<file path="config.mk">
export PLATFORM = sky130hd
export DESIGN_NAME = output_fm_buffer
export DESIGN_NICKNAME = d
export VERILOG_FILES = /design/src/rtl/cnn_pkg.sv /design/src/rtl/output_fm_buffer_tile_counter.sv /design/src/rtl/output_fm_buffer.sv
export SDC_FILE = /design/constraint.sdc
export NUM_CORES = 1
export LEC_CHECK = 0
export CAP_MARGIN = 20
export CORE_ASPECT_RATIO = 0.5
export CORE_MARGIN = 2
export CORE_UTILIZATION = 65
export DETAILED_ROUTE_END_ITERATION = 16
export PLACE_DENSITY = 0.85
export SLEW_MARGIN = 20
export SYNTH_ARGS = -nofsm -noshare
export SYNTH_HDL_FRONTEND = slang
export SYNTH_SLANG_ARGS = --single-unit
</file>
<file path="constraint.sdc">
create_clock -name clk_i -period 5.6 [get_ports clk_i]
set_clock_uncertainty 0.15 [all_clocks]
set_input_delay 0.56 -clock clk_i [delete_from_list [all_inputs] [get_ports clk_i]]
set_output_delay 0.56 -clock clk_i [all_outputs]
set_load 0.05 [all_outputs]
</file>
<file path="src/rtl/cnn_pkg.sv">
// -----------------------------------------------------------------------------
// cnn_pkg
// Definitions shared across the CNN datapath blocks:
//   CNN_DATA_W      default datapath width (signed two's-complement fixed point)
//   ofmbuf_state_e  sequencer states of the output feature-map buffer
// -----------------------------------------------------------------------------
package cnn_pkg;

  localparam int CNN_DATA_W = 32;

  typedef enum logic [1:0] {
    ST_IDLE  = 2'd0,
    ST_ACCUM = 2'd1,
    ST_DRAIN = 2'd2
  } ofmbuf_state_e;

endpackage : cnn_pkg

</file>
<file path="src/rtl/output_fm_buffer_tile_counter.sv">
// -----------------------------------------------------------------------------
// tile_counter
// Nested row/col/pass wrap counter walking a ROWS_p x COLS_p tile in row-major
// order, repeated num_pass_i times. Column is the fastest-moving index.
//   clk_i, rst_n_i  clock, asynchronous active-low reset
//   clr_i           synchronous clear of all three indices (wins over en_i)
//   en_i            advance by one location
//   num_pass_i      number of passes (caller guarantees >= 1)
//   row_o/col_o     current location
//   pass_o          current pass index
//   last_o          current location is the last col, last row and last pass
// -----------------------------------------------------------------------------
module tile_counter #(
  parameter int ROWS_p   = 4,
  parameter int COLS_p   = 4,
  parameter int PASS_W_p = 8
) (
  input  logic                      clk_i,
  input  logic                      rst_n_i,
  input  logic                      clr_i,
  input  logic                      en_i,
  input  logic [PASS_W_p-1:0]       num_pass_i,
  output logic [$clog2(ROWS_p)-1:0] row_o,
  output logic [$clog2(COLS_p)-1:0] col_o,
  output logic [PASS_W_p-1:0]       pass_o,
  output logic                      last_o
);

  localparam int ROW_W = $clog2(ROWS_p);
  localparam int COL_W = $clog2(COLS_p);

  logic [ROW_W-1:0]    row_q, row_d;
  logic [COL_W-1:0]    col_q, col_d;
  logic [PASS_W_p-1:0] pass_q, pass_d;
  logic                last_row_s, last_col_s, last_pass_s;

  assign last_col_s  = (col_q == COL_W'(COLS_p - 1));
  assign last_row_s  = (row_q == ROW_W'(ROWS_p - 1));
  assign last_pass_s = (pass_q == (num_pass_i - PASS_W_p'(1)));

  // next-index computation: col wraps into row, row wraps into pass
  always_comb begin
    row_d  = row_q;
    col_d  = col_q;
    pass_d = pass_q;
    if (clr_i) begin
      row_d  = {ROW_W{1'b0}};
      col_d  = {COL_W{1'b0}};
      pass_d = {PASS_W_p{1'b0}};
    end else if (en_i) begin
      if (last_col_s) begin
        col_d = {COL_W{1'b0}};
        if (last_row_s) begin
          row_d = {ROW_W{1'b0}};
          // wrapping the final pass leaves the counter parked at zero
          if (last_pass_s) begin
            pass_d = {PASS_W_p{1'b0}};
          end else begin
            pass_d = pass_q + PASS_W_p'(1);
          end
        end else begin
          row_d = row_q + ROW_W'(1);
        end
      end else begin
        col_d = col_q + COL_W'(1);
      end
    end else begin
      row_d  = row_q;
      col_d  = col_q;
      pass_d = pass_q;
    end
  end

  // index registers
  always_ff @(posedge clk_i or negedge rst_n_i) begin
    if (!rst_n_i) begin
      row_q  <= {ROW_W{1'b0}};
      col_q  <= {COL_W{1'b0}};
      pass_q <= {PASS_W_p{1'b0}};
    end else begin
      row_q  <= row_d;
      col_q  <= col_d;
      pass_q <= pass_d;
    end
  end

  assign row_o  = row_q;
  assign col_o  = col_q;
  assign pass_o = pass_q;
  assign last_o = last_col_s && last_row_s && last_pass_s;

endmodule : tile_counter

</file>
<file path="src/rtl/output_fm_buffer.sv">
// -----------------------------------------------------------------------------
// output_fm_buffer
// Holds one Tr_p x Tc_p output-feature-map tile of partial sums. During ACCUM it
// presents the running partial sum of (row_o, col_o) on fm_init_o and stores
// the MAC result fm_i back, for num_pass_i passes. It then drains the tile
// row-major on a valid/ready stream and pulses done_o.
// Optional build macro: OFMBUF_RELU_EN -- drained words with MSB set are
// replaced by zero (stored values and fm_init_o untouched).
// Ports:
//   clk_i, rst_n_i           clock, asynchronous active-low reset
//   start_i, num_pass_i      tile start and pass count (0 acts as 1), IDLE only
//   busy_o, done_o           ACCUM/DRAIN indicator, end-of-tile pulse
//   row_o, col_o, pass_o     current accumulation location and pass
//   fm_init_o                partial sum for the current location
//   mac_valid_i, fm_i        MAC result for the current location
//   out_valid_o, out_ready_i drain handshake
//   out_data_o, out_last_o   drained element, last-element flag
// -----------------------------------------------------------------------------
module output_fm_buffer
  import cnn_pkg::*;
#(
  parameter int Tr_p     = 4,
  parameter int Tc_p     = 4,
  parameter int DATA_W_p = CNN_DATA_W,
  parameter int PASS_W_p = 8
) (
  input  logic                    clk_i,
  input  logic                    rst_n_i,
  input  logic                    start_i,
  input  logic [PASS_W_p-1:0]     num_pass_i,
  output logic                    busy_o,
  output logic                    done_o,
  output logic [$clog2(Tr_p)-1:0] row_o,
  output logic [$clog2(Tc_p)-1:0] col_o,
  output logic [PASS_W_p-1:0]     pass_o,
  output logic [DATA_W_p-1:0]     fm_init_o,
  input  logic                    mac_valid_i,
  input  logic [DATA_W_p-1:0]     fm_i,
  output logic                    out_valid_o,
  input  logic                    out_ready_i,
  output logic [DATA_W_p-1:0]     out_data_o,
  output logic                    out_last_o
);

  localparam int ROW_W = $clog2(Tr_p);
  localparam int COL_W = $clog2(Tc_p);

  ofmbuf_state_e       state_q, state_d;
  logic [PASS_W_p-1:0] npass_q, npass_d;
  logic                done_q, done_d;
  logic [DATA_W_p-1:0] mem_q [Tr_p][Tc_p];

  logic                acc_clr_s, acc_en_s, acc_last_s;
  logic [ROW_W-1:0]    acc_row_s;
  logic [COL_W-1:0]    acc_col_s;
  logic [PASS_W_p-1:0] acc_pass_s;

  logic                drain_clr_s, drain_en_s, drain_last_s;
  logic [ROW_W-1:0]    drain_row_s;
  logic [COL_W-1:0]    drain_col_s;
  logic [PASS_W_p-1:0] drain_pass_unused_s;
  logic [DATA_W_p-1:0] drain_raw_s, drain_word_s;

  assign acc_clr_s   = (state_q == ST_IDLE) && start_i;
  assign acc_en_s    = (state_q == ST_ACCUM) && mac_valid_i;
  assign drain_clr_s = acc_en_s && acc_last_s;
  assign drain_en_s  = (state_q == ST_DRAIN) && out_ready_i;

  tile_counter #(.ROWS_p(Tr_p), .COLS_p(Tc_p), .PASS_W_p(PASS_W_p)) u_acc_cnt (
    .clk_i      (clk_i),
    .rst_n_i    (rst_n_i),
    .clr_i      (acc_clr_s),
    .en_i       (acc_en_s),
    .num_pass_i (npass_q),
    .row_o      (acc_row_s),
    .col_o      (acc_col_s),
    .pass_o     (acc_pass_s),
    .last_o     (acc_last_s)
  );

  // the drain walk is a single pass, so its pass index is always zero
  tile_counter #(.ROWS_p(Tr_p), .COLS_p(Tc_p), .PASS_W_p(PASS_W_p)) u_drain_cnt (
    .clk_i      (clk_i),
    .rst_n_i    (rst_n_i),
    .clr_i      (drain_clr_s),
    .en_i       (drain_en_s),
    .num_pass_i (PASS_W_p'(1)),
    .row_o      (drain_row_s),
    .col_o      (drain_col_s),
    .pass_o     (drain_pass_unused_s),
    .last_o     (drain_last_s)
  );

  // tile storage; pass 0 never reads it, so it needs no reset or clear
  always_ff @(posedge clk_i) begin
    if (acc_en_s) begin
      mem_q[acc_row_s][acc_col_s] <= fm_i;
    end
  end

  assign drain_raw_s = mem_q[drain_row_s][drain_col_s];

`ifdef OFMBUF_RELU_EN
  assign drain_word_s = drain_raw_s[DATA_W_p-1] ? {DATA_W_p{1'b0}} : drain_raw_s;
`else
  assign drain_word_s = drain_raw_s;
`endif

  // sequencer next state, pass-count capture and done pulse
  always_comb begin
    state_d = state_q;
    npass_d = npass_q;
    done_d  = 1'b0;
    case (state_q)
      ST_IDLE: begin
        if (start_i) begin
          state_d = ST_ACCUM;
          npass_d = (num_pass_i == {PASS_W_p{1'b0}}) ? PASS_W_p'(1) : num_pass_i;
        end else begin
          state_d = ST_IDLE;
        end
      end
      ST_ACCUM: begin
        if (acc_en_s && acc_last_s) begin
          state_d = ST_DRAIN;
        end else begin
          state_d = ST_ACCUM;
        end
      end
      ST_DRAIN: begin
        if (drain_en_s && drain_last_s) begin
          state_d = ST_IDLE;
          done_d  = 1'b1;
        end else begin
          state_d = ST_DRAIN;
        end
      end
      default: begin
        state_d = ST_IDLE;
      end
    endcase
  end

  // sequencer registers
  always_ff @(posedge clk_i or negedge rst_n_i) begin
    if (!rst_n_i) begin
      state_q <= ST_IDLE;
      npass_q <= {PASS_W_p{1'b0}};
      done_q  <= 1'b0;
    end else begin
      state_q <= state_d;
      npass_q <= npass_d;
      done_q  <= done_d;
    end
  end

  // state-qualified outputs; everything is zero outside the owning state
  always_comb begin
    busy_o      = 1'b0;
    fm_init_o   = {DATA_W_p{1'b0}};
    out_valid_o = 1'b0;
    out_data_o  = {DATA_W_p{1'b0}};
    out_last_o  = 1'b0;
    case (state_q)
      ST_ACCUM: begin
        busy_o = 1'b1;
        if (acc_pass_s != {PASS_W_p{1'b0}}) begin
          fm_init_o = mem_q[acc_row_s][acc_col_s];
        end else begin
          fm_init_o = {DATA_W_p{1'b0}};
        end
      end
      ST_DRAIN: begin
        busy_o      = 1'b1;
        out_valid_o = 1'b1;
        out_data_o  = drain_word_s;
        out_last_o  = drain_last_s;
      end
      ST_IDLE: begin
        busy_o = 1'b0;
      end
      default: begin
        busy_o = 1'b0;
      end
    endcase
  end

  assign done_o = done_q;
  assign row_o  = acc_row_s;
  assign col_o  = acc_col_s;
  assign pass_o = acc_pass_s;

endmodule : output_fm_buffer

</file>
==> impl_metrics.env, run 1 <==
export IMPL_io_pin_count=125
export IMPL_cts_inserted_buffers=47
export IMPL_gr_usage_met1_pct=45.5
export IMPL_num_rows=51
export IMPL_grt_pass1_vias=14900
export IMPL_initial_utilization_pct=65.8
export IMPL_crit_path_end_kind="output pin"
export IMPL_cp_top_family="buffers and inverters"
export IMPL_cts_resized=0
export IMPL_clock_path_buffers=3
export IMPL_max_freq_mhz=207
export IMPL_post_synth_top_area_cell="edfxtp_1"
export IMPL_track_usage_pct=34.3
export IMPL_grt_overflow=0
export IMPL_cts_root_buf="clkbuf_16"
export IMPL_grt_util_met2_pct=56.1
export IMPL_hpwl_mm=36.7
export IMPL_start_kind="register"
export IMPL_fin_setup_tns_ns=0
export IMPL_max_stage_delay_ns=1.09
export IMPL_io_buffers=124
export IMPL_p_leak_nw=9.11
export IMPL_die_w_um=285
export IMPL_htree_levels=2
export IMPL_grt_busiest_layer="met2"
export IMPL_finalWeightedCongestion=0.833
export IMPL_nNetsFinal=1410
export IMPL_die_h_um=144
export IMPL_rsz0062_at_grt="false"
export IMPL_ys_flop_type="edfxtp_1"
export IMPL_timing_hold_violations_final=0
export IMPL_synth_area_leaders="edfxtp_1 (60%), mux4_2 (28%), dfrtp_1 (3.4%)"
export IMPL_dpl_worst_slack_ns=1.44
export IMPL_worstPathArrival_ns=4.13
export IMPL_status="finished clean"
export IMPL_drc=0
export IMPL_p_per_area_mw_per_mm2=474
export IMPL_drv_slew=0
export IMPL_drive_gt1_share_pct=33.0
export IMPL_setup_viol=0
export IMPL_ant_nets=0
export IMPL_ctsHoldBuffers=0
export IMPL_worst_pin_slew_ns=1.18
export IMPL_slew_headroom_pct=21.2
export IMPL_n_fill_cell=1992
export IMPL_drt_iter0_markers=2101
export IMPL_cp_cell_sequence="buf_4, mux4_2, mux4_2, nor2b_1, clkdlybuf4s50_1"
export IMPL_synth_edf_count=512
export IMPL_timing_final_crit_share_pct=86.5
export IMPL_cpMostUsedCell="mux4_2"
export IMPL_avgSynthCellArea_um2=20.9
export IMPL_via_per_inst=7.51
export IMPL_post_dp_cell_area_mm2=0.0275
export IMPL_multi_input_area_mm2=0.00891
export IMPL_critPathMaxFanout=66
export IMPL_ff_latch_area_mm2=0.0163
export IMPL_postLayoutSetupSlackWorst_ns=0.758
export IMPL_max_cap_viol_count=0
export IMPL_antenna_found_initial=5
export IMPL_required_ns=4.89
export IMPL_postCtsSetupBuffers=0
export IMPL_areaGrowthSynthToFinish_pct=13.7
export IMPL_clock_sinks=547
export IMPL_ys_seq_area_share_pct=63.5
export IMPL_netlist_area_leader_share_pct=60.1
export IMPL_vias=14400
export IMPL_clk_pin_slew_ns=0.07
export IMPL_yosys_register_bits=547
export IMPL_hp_class="input port to asynchronous set/reset pin"
export IMPL_coreArea_mm2=0.0389
export IMPL_rrSetupSlack_ns=2.14
export IMPL_worstSkewPairLatency_ns=0.58
export IMPL_critPathSlowestCell="dfrtp_4"
export IMPL_critical_path_class="register to output pin"
export IMPL_grt_max_degree=67
export IMPL_postLayoutCellArea_mm2=0.0291
export IMPL_final_common_cell="edfxtp_1"
export IMPL_wl_per_cell_um=35.7
export IMPL_ir_drop_uv=317
export IMPL_design_die_area_mm2=0.0411
export IMPL_synth_cell_area_mm2=0.0256
export IMPL_synth_warnings=0
export IMPL_grt_pass1_wl_mm=100
export IMPL_gr_usage_met3_pct=8.66
export IMPL_ys_async_sr_fraction_pct=6.40
export IMPL_wl_mm=68.3
export IMPL_final_cell_mix="edfxtp_1 (512), mux4_2 (320), clkdlybuf4s50_1 (124)"
export IMPL_cts_tree="done"
export IMPL_cp_num_buf_inv=2
export IMPL_fin_crit_ns=4.84
export IMPL_syn_nets=1290
export IMPL_synth_cell_type_count=47
export IMPL_synthCells=1226
export IMPL_firstDrtPassIters=5
metrics by stage:
stage / std cells / total power [mW] / utilization (%) / hold slack (ns)
finish: 1915 / 13.8 / 74.8 / 0.241
global route: 1913 / 14.1 / 74.8 / 0.290
CTS: 1910 / 13.8 / 74.8 / 0.258
detailed placement: 1827 / 10.3 / 70.7 / 0.349
global placement: 1827 / 10.1 / 70.7 / 0.346
floorplan: 1226 / 8.67 / - / 0.114
cells in the mapped netlist (12+ instances only):
cell type and count:
and3_1 17, clkbuf_1 33, edfxtp_1 512, nand2_1 40
mux4_2 320, buf_1 22, buf_2 19, buf_4 12
nand3_1 12, nor2_1 16, dfrtp_1 35, ha_1 19
nor2b_1 34, nor3_1 14, and2_1 34, inv_1 13
a21oi_1 12
metal layers:
layer,vias to the layer above,part of all wire (%)
li1,5494,-
met1,7453,34
met2,1226,50
met3,208,12
met4,2,3.9
met5,-,0.010
cell type report:
class                      count  area share (%)
clock inverter                27            1.21
timing repair buffer         159            5.47
antenna                        5          0.0430
tap                          530            2.28
multi-input combinational    577            30.6
sequential                   547            56.0
clock buffer                  56            4.23
inverter                      14           0.181
worst paths after layout:
| kind | end | depth (start not counted) | start |
|---|---|---|---|
| worst min-delay path | npass_q[4]$_DFFE_PN0P_ | 2 | rst_n_i |
| worst max-delay path | fm_init_o[10] | 5 | u_acc_cnt.col_o[0]$_DFFE_PN0P_ |
| worst min register to register | npass_q[7]$_DFFE_PN0P_ | 2 | npass_q[7]$_DFFE_PN0P_ |
| max in group asynchronous | u_drain_cnt.row_o[0]$_DFFE_PN0P_ | 2 | rst_n_i |
| worst max register to register | mem_q[3][82]$_DFFE_PP_ | 4 | u_acc_cnt.row_o[0]$_DFFE_PN0P_ |
| min in group clk_i | npass_q[7]$_DFFE_PN0P_ | 2 | npass_q[7]$_DFFE_PN0P_ |
logic make-up after synthesis:
kind of cell	share of synthesized area [%]
DFF	63.5
AOI/OAI and AO/OA	0.763
adders and majority gates	0.929
xor gates and xnor gates	0.650
and+or+nand+nor	4.14
buffers and inverters	1.80
muxes	28.2
power by group:
group,switching [mW],internal [mW],leakage (nW)
registers,0.407,4.88,5.07
logic,2.86,2.18,3.26
clock network,1.50,1.94,0.773
registers in the layout, indices dropped and copies added, names as in the netlist:
name and flops:
done_o 1, mem_q 512, npass_q 8, state_q 2
u_acc_cnt.col_o 2, u_acc_cnt.pass_o 8, u_acc_cnt.row_o 2, u_drain_cnt.col_o 2
u_drain_cnt.pass_o 8, u_drain_cnt.row_o 2
Power figures use the tool's default switching activity.
==> run 2, diff against run 1 <==
DONT_BUFFER_PORTS = 1   (was unset)
PLACE_DENSITY = 0.81   (was 0.85)
==> run 2 against run 1 <==
  * Cell count fell by 4.4%
  * Total power shrank 5.5%
  * Non-clock buffer count is 84 lower
  * Register-to-register slack worse by 0.08 ns
  * Global-route usage fell by 1.8 points
  * First-iteration DRC count fell by 11%
  * Worst setup slack better by 0.23 ns
  * Fmax up 5.1%
  * Critical path depth shrank 1
  * Cell area fell by 3.2%
  * Routed wire length down 5.7%
  * Hold slack got worse by 0.19 ns
  * Critical endpoint is now fm_init_o[12]
==> impl_metrics.env, run 2 (synthesis gave the netlist of run 1 again) <==
export IMPL_timing_hold_violations_final=0
export IMPL_fin_crit_ns=4.61
export IMPL_worstPathArrival_ns=3.90
export IMPL_track_usage_pct=32.4
export IMPL_max_cap_viol_count=0
export IMPL_clkPwrFrac_pct=25.7
export IMPL_grt_overflow=0
export IMPL_num_rows=51
export IMPL_switchingPower_mw=4.60
export IMPL_startpoint="u_acc_cnt.col_o[1]$_DFFE_PN0P_"
export IMPL_coreArea_mm2=0.0389
export IMPL_clock_sinks=547
export IMPL_io_buffers=0
export IMPL_htree_levels=2
export IMPL_ant_nets=0
export IMPL_areaGrowthSynthToFinish_pct=10.0
export IMPL_die_h_um=144
export IMPL_hp_start="num_pass_i[0]"
export IMPL_crit_path_end_kind="output pin"
export IMPL_largest_register_ffs=512
export IMPL_ff_latch_area_mm2=0.0163
export IMPL_combPwrFrac_pct=33.2
export IMPL_slew_headroom_pct=22.7
export IMPL_status="finished clean"
export IMPL_power_frac_seq_pct=41.1
export IMPL_via_per_inst=7.49
export IMPL_drc=0
export IMPL_timing_final_crit_share_pct=82.3
export IMPL_r2r_cells=4
export IMPL_ir_drop_uv=392
export IMPL_wl_per_cell_um=35.2
export IMPL_max_freq_mhz=217
export IMPL_critical_path_class="register to output pin"
export IMPL_p_per_area_mw_per_mm2=463
export IMPL_cts_root_buf="clkbuf_16"
export IMPL_antenna_found_initial=2
export IMPL_critPathMaxFanout=24
export IMPL_hold_depth=2
export IMPL_internal_power_mw=8.43
export IMPL_max_flop_register="mem_q"
export IMPL_drive_gt1_share_pct=34.5
export IMPL_grt_max_degree=60
export IMPL_cts_inserted_buffers=47
export IMPL_fin_setup_tns_ns=0
export IMPL_multi_input_area_mm2=0.00891
export IMPL_setup_viol=0
export IMPL_finalWeightedCongestion=0.787
export IMPL_cts_tree="done"
export IMPL_firstDrtPassIters=5
export IMPL_start_kind="register"
export IMPL_wl_mm=64.4
export IMPL_grt_pass1_wl_mm=94.5
export IMPL_worst_pin_slew_ns=1.16
export IMPL_hpwl_mm=34.5
export IMPL_finalPower_mw=13.0
export IMPL_drv_slew=0
export IMPL_postCtsSetupBuffers=0
export IMPL_clk_pin_slew_ns=0.07
export IMPL_design_die_area_mm2=0.0411
export IMPL_r2r_start="u_acc_cnt.row_o[0]$_DFFE_PN0P_"
export IMPL_nNetsFinal=1326
export IMPL_rsz0062_at_grt="false"
export IMPL_final_common_cell="edfxtp_1"
export IMPL_vias=13700
export IMPL_drt_iter0_markers=1879
export IMPL_hp_class="input port to register"
export IMPL_die_w_um=285
export IMPL_worstSkewPairLatency_ns=0.58
export IMPL_final_cell_mix="edfxtp_1 (512), mux4_2 (320), clkbuf_16 (48)"
export IMPL_grt_pass1_vias=14200
export IMPL_p_sw_share_pct=35.3
export IMPL_io_pin_count=125
export IMPL_clock_path_buffers=3
export IMPL_initial_utilization_pct=65.8
export IMPL_p_leak_nw=8.77
export IMPL_required_ns=4.89
export IMPL_n_fill_cell=2085
==> run 2: final cells by class <==
| cell class | instances | area share, % |
|---|---|---|
| timing repair buffer | 75 | 2.56 |
| tap | 530 | 2.36 |
| clock inverter | 28 | 1.04 |
| inverter | 14 | 0.191 |
| sequential | 547 | 57.8 |
| clock buffer | 58 | 4.40 |
| antenna | 2 | 0.0178 |
| multi-input combinational | 577 | 31.6 |
==> run 2: final timing paths <==
path                       slack, ns                        endpoint
hold reg to reg                 0.35          npass_q[7]$_DFFE_PN0P_
setup reg to reg                2.06         mem_q[1][121]$_DFFE_PP_
min in group asynchronous       0.30          npass_q[0]$_DFFE_PN0P_
hold / removal                  0.05          npass_q[0]$_DFFE_PN0P_
max in group asynchronous       4.80  u_acc_cnt.col_o[0]$_DFFE_PN0P_
setup / recovery                0.99                   fm_init_o[12]
==> run 2: repair_timing <==
item                      4_1_cts  5_1_grt
resized for setup               0        0
hold buffers                   42        0
hold endpoints to repair      555        0
==> run 2: metal layers <==
layer / track usage [%] / up-vias / share of wire (%)
met4: 9.78 / 0 / 2.6
met5: 0 / - / 0
met2: 52.2 / 1024 / 49
met1: 44.2 / 7228 / 36
li1: - / 5318 / -
met3: 9.37 / 137 / 12
==> run 2: worst max-delay path, stage by stage (launching register included) <==
cell and delay [ns]:
dfrtp_1 0.71, clkinv_2 0.84, buf_4 0.54, mux4_2 0.36, nor2b_1 0.83
==> run 2: power by group through the flow <==
stage          combinational [mW]  sequential (mW)  clock, mW
6_report                     4.32             5.35       3.35
5_1_grt                      4.50             5.39       3.51
4_1_cts                      4.32             5.35       3.37
3_5_place_dp                 4.20             5.42          0
3_3_place_gp                 4.14             5.38          0
2_1_floorplan                3.50             5.17          0
==> run 2: per-stage QoR <==
stage / setup WS, ns / hold WS, ns / cell area (µm²) / util (%) / instances
floorplan: 2.33 / 0.114 / 25600 / - / 1226
global placement: 1.83 / 0.115 / 26200 / 67.4 / 1701
CTS: 1.14 / 0.0214 / 28100 / 72.4 / 1829
detailed placement: 1.79 / 0.115 / 26200 / 67.4 / 1701
finish: 0.992 / 0.0476 / 28100 / 72.4 / 1831
global route: 0.797 / 0.0815 / 28100 / 72.4 / 1831
==> edit 1: new RTL, config.mk and constraints of run 1 <==
Encoding of `ofmbuf_state_e`: now one-hot (3 bits for 3 states).
--- a/src/rtl/cnn_pkg.sv
+++ b/src/rtl/cnn_pkg.sv
@@ -8,10 +8,10 @@
 
   localparam int CNN_DATA_W = 32;
 
-  typedef enum logic [1:0] {
-    ST_IDLE  = 2'd0,
-    ST_ACCUM = 2'd1,
-    ST_DRAIN = 2'd2
+  typedef enum logic [2:0] {
+    ST_IDLE  = 3'b001,
+    ST_ACCUM = 3'b010,
+    ST_DRAIN = 3'b100
   } ofmbuf_state_e;
 
 endpackage : cnn_pkg
Behaviour: same outputs for any inputs over 4 cycles, from zero or initial values and one cycle with rst_n_i low; so few cycles prove little.
==> edit 1 against run 1 <==
  * Sequential cell count grew 1
  * Count of clock-buffer cells in the layout is the same
  * Routed wire length shrank 1.2%
  * Non-clock buffer count grew 13
  * Setup slack lost 22 ps
  * Via count grew 1.4%
  * Cell area shrank 0.16%
  * Area after synthesis shrank 0.12%
  * Cell count grew 0.78%
  * Largest cell class unchanged
  * Highest routed layer is now met4
Power is not compared: it rests on default switching activity, and its combinational part moved more than twofold at a synthesized area within 25%.
==> edit 1: results <==
grt:
  grt_first_pass_wirelength_um: 98820
  antenna_found_initial: 1
  grt_pass1_vias: 15018
  grt_max_degree: 69
  grt_usage_pct: 33.86
critical_path:
  r2r_setup_slack_ps: 1840
  crit_fanout: 46
  r2r-start: "state_q[1]"
  arrival_ps: 4150
placed_design:
  place_ws_ps: 1319
  gp_congestion: 0.8168
  dp_hpwl_um: 37490
  placed_area_um2: 27560
finish:
  layout.nets: 1421
worst_hold_path:
  hp-class: "flip-flop to flip-flop"
route:
  routed_wl_um: 67470
  drt_iter0_markers: 2047
synth:
  seq_area_frac_synth_pct: 63.69
  yosysUniqueCellTypes: 45
  syn_nets: 1292
  ys_async_sr_fraction_pct: 6.569
  synth.area.top_cells: "edfxtp_1 (60%), mux4_2 (28%), dfrtp_1 (3.4%), and3_1 (1.2%), and2_1 (0.81%)"
  ys_top_cells_by_count: "edfxtp_1 (512), mux4_2 (320), and3_1 (49), clkbuf_1 (45), dfrtp_1 (35)"
sta:
  maxSlewHeadroom_pct: 22.02
clocking:
  cts_buffer_depth: 3
  cts.root.buffer_cell: "clkbuf_16"
  cts_buffers: 46
run_status:
  status: "finished, final reports clean"
edit 1: cell count changes after synthesis, moves of 4 or more:
cell	delta
clkbuf_1	+12
and3_1	+32
nor2b_1	-31
nand4_1	+6
nor2_1	+9
nand2_1	-8
ha_1	-4
buf_1	-6
edit 1: report_power, final:
part	leakage (uW)	internal, uW	switching [uW]
clock network	0.000702	1690	1490
registers	0.00507	4550	125
logic	0.00324	549	551
edit 1: critical path: stages (launching register included):
cell	delay, ps
dfrtp_4	1060
buf_4	450
mux4_2	580
mux4_2	480
and3_1	230
clkdlybuf4s50_1	720
edit 1: cell families (layout without fill, tap and decap cells):
| group | after synthesis | after routing | synth area share, % |
|---|---|---|---|
| compound gates | 29 | 29 | 0.6757 |
| xor+xnor | 19 | 19 | 0.6512 |
| fa+ha+maj | 15 | 15 | 0.7344 |
| buf+inv | 104 | 270 | 1.787 |
| flops | 548 | 548 | 63.69 |
| mux | 321 | 321 | 28.24 |
| other cells | 0 | 2 | 0 |
| simple gates | 196 | 196 | 4.220 |
edit 1: metal layers:
layer  GRT usage [%]  vias to the layer above  part of all wire (%)
li1                -                     5578                     -
met1           45.42                     7600                    35
met2           55.75                     1192                    50
met3           7.587                      215                    12
met4           13.35                        0                   3.7
met5               0                        -                     0
edit 1: layout make-up:
| cell class | instances | area, um2 |
|---|---|---|
| diodes | 2 | 5.005 |
| clock buffers | 56 | 1210 |
| clock inverters | 29 | 245.2 |
| fillers | 2064 | 9763 |
| inverters | 13 | 48.80 |
| multi-input cells | 580 | 8867 |
| flip-flops and latches | 548 | 16300 |
| well taps | 530 | 663.1 |
| repair buffers | 172 | 1699 |
edit 1: worst max-delay path by stage:
stage                       startpoint             to  slack, ps
finish              u_acc_cnt.row_o[0]  fm_init_o[11]        740
CTS                 u_acc_cnt.row_o[0]  fm_init_o[11]        690
detailed placement  u_acc_cnt.row_o[0]  fm_init_o[31]       1320
global route        u_acc_cnt.row_o[0]  fm_init_o[31]        560
floorplan           u_acc_cnt.row_o[0]   fm_init_o[0]       2360
global placement    u_acc_cnt.row_o[0]  fm_init_o[31]       1380
edit 1: repair_timing:
item                                    CTS  global route
hold buffers                              1             0
resized for setup                         0             0
endpoints found under the hold margin    35             0
endpoints found under the setup margin    0             0
edit 1: metrics by stage:
step,cells,power (uW)
floorplan,1232,5458
CTS,1928,8939
global route,1929,9171
global placement,1842,5751
detailed placement,1842,5808
finish,1930,8953
==> edit 2: new RTL, settings of run 1 <==
Made on the original files. Add a define of `OFMBUF_RELU_EN`.
--- a/src/rtl/output_fm_buffer.sv
+++ b/src/rtl/output_fm_buffer.sv
@@ -16,6 +16,8 @@
 //   out_valid_o, out_ready_i drain handshake
 //   out_data_o, out_last_o   drained element, last-element flag
 // -----------------------------------------------------------------------------
+`define OFMBUF_RELU_EN
+
 module output_fm_buffer
   import cnn_pkg::*;
 #(
Function: no difference found for any inputs over 4 cycles, from zero or initial values and one cycle with rst_n_i low; that may be too few to reach the edited logic, so the function may still have changed.
==> edit 2 against run 1 <==
  * Maximum frequency rose by 1.2%
  * Total power fell by 9.7%
  * Global-route usage up 1.1 points
  * Critical endpoint is now fm_init_o[2]
  * Sequential power decreased by 3%
  * Largest cell class unchanged
  * Utilization hardly changed
  * Critical path type unchanged
  * Clock power grew 1%
  * Hold slack better by 140 ps
  * Setup slack gained 60 ps
  * Sequential cell count unchanged
  * Register-to-register slack lost 350 ps
  * Area after synthesis increased by 0.19%
  * Die area grew 0.18%
  * Routed wire length rose by 2.5%
  * Cell area about the same
==> edit 2: results <==
route:
  wl_met1_um: 24160
  drtPass1Iterations: 5
  route.met3.wl_um: 8890
  routed_wl_um: 70000
  top_layer: "met5"
  wire_per_inst_um: 36.50
  vias_per_cell: 7.526
  drt_iter0_markers: 2088
  wl_met2_um: 33890
synth:
  synth.area.top_cells: "edfxtp_1 (60%), mux4_2 (28%), dfrtp_1 (3.4%), nor2b_1 (1.6%), ha_1 (0.93%)"
  synth_compound_area_share_pct: 0.8493
  synth-xor-area-share_pct: 0.5809
  synth_mux_area_share_pct: 28.15
  synth-edff-count: 512
  ys_async_sr_fraction_pct: 6.399
  synth_fa_ha_area_share_pct: 0.9274
  seq_area_frac_synth_pct: 63.40
  synth_area_per_cell_um2: 20.76
  ys_warn_count: 0
  ys_top_cells_by_count: "edfxtp_1 (512), mux4_2 (320), nor2b_1 (64), clkbuf_1 (43), nand2_1 (37)"
  syn_nets: 1299
  yosysUniqueCellTypes: 48
placed_design:
  port_buffers: 123
  dp_hpwl_um: 36620
  place_ws_ps: 1519
  place_inst: 1830
  gp_congestion: 0.8166
power_and_ir_drop:
  p_int_uw: 8493
  vdd_ir_drop_max_mv: 0.2417
  p_leak_uw: 0.008995
job:
  max-cap-violations: 0
clocking:
  post_cts_resized: 0
  cts_hold_buf: 1
  cts_buffers: 47
  htree_levels: 2
  cts_setup_buffers: 0
critical_path:
  crit_fanout: 71
  arrival_ps: 4070
grt:
  antenna_found_initial: 5
  grt_pass1_vias: 15066
  grt_max_degree: 97
  grt_usage_pct: 35.34
  grt_first_pass_wirelength_um: 102500
finish:
  largest-register: "mem_q"
  drive_above_1_share_pct: 33.00
  layout.nets: 1414
  largest_register_ffs: 512
worst_hold_path:
  hp-class: "flip-flop to flip-flop"
sta:
  finalSetupViolations: 0
  maxSlewHeadroom_pct: 25.84
run_status:
  status: "finished, final reports clean"
[edit 2: metrics by stage]
| step | hold WS, ps | area [um2] | utilization (%) |
|---|---|---|---|
| after floorplan | 114.4 | 25630 | - |
| final | 379.9 | 29070 | 74.80 |
| after global placement | 345.9 | 27450 | 70.62 |
| after global routing | 390.4 | 29070 | 74.80 |
| after detailed placement | 368.5 | 27450 | 70.62 |
| after CTS | 383.7 | 29060 | 74.78 |
[edit 2: final timing paths]
check / startpoint / end / slack (ps) / cells past startpoint
max in group asynchronous: rst_n_i / u_drain_cnt.row_o[0] / 4200 / 2
min in group asynchronous: rst_n_i / npass_q[6] / 470 / 2
hold reg to reg: npass_q[7] / npass_q[7] / 380 / 2
hold / removal: npass_q[7] / npass_q[7] / 380 / 2
setup / recovery: u_acc_cnt.col_o[0] / fm_init_o[2] / 820 / 5
setup reg to reg: u_acc_cnt.col_o[0] / mem_q[3][17] / 1790 / 4
[edit 2: area by class of cell]
type	count	area [um2]
clock buffers	53	1241
flip-flops and latches	547	16270
diodes	3	7.507
fillers	1952	9792
clock inverters	31	365.4
repair buffers	158	1567
inverters	15	56.30
multi-input cells	581	8900
well taps	530	663.1
[edit 2: logic make-up (layout without fill, tap and decap cells)]
| family | Yosys count | in the layout |
|---|---|---|
| DFF | 547 | 547 |
| and+or+nand+nor | 188 | 188 |
| buffers and inverters | 107 | 257 |
| other | 1 | 4 |
| xor gates and xnor gates | 17 | 17 |
| adders and majority gates | 19 | 19 |
| AOI/OAI and AO/OA | 35 | 35 |
| muxes | 321 | 321 |
[edit 2: per-layer routing]
layer,vias to the layer above,track usage [%]
met3,220,9.495
met4,4,15.18
met5,-,0
li1,5517,-
met2,1265,56.38
met1,7428,47.24
[edit 2: power by group through the flow]
stage	clock network [uW]	registers [uW]	logic (uW)
2_1_floorplan	0	4980	2710
3_3_place_gp	0	5140	3610
3_5_place_dp	0	5180	3710
4_1_cts	3500	5110	3800
5_1_grt	3640	5150	3930
6_report	3490	5120	3820
[edit 2: worst max-delay path, cell delays in order, from the launching register on]
cell	delay [ps]
dfrtp_4	1090
buf_12	450
mux4_2	420
mux4_2	550
nor2b_1	170
clkdlybuf4s50_1	730
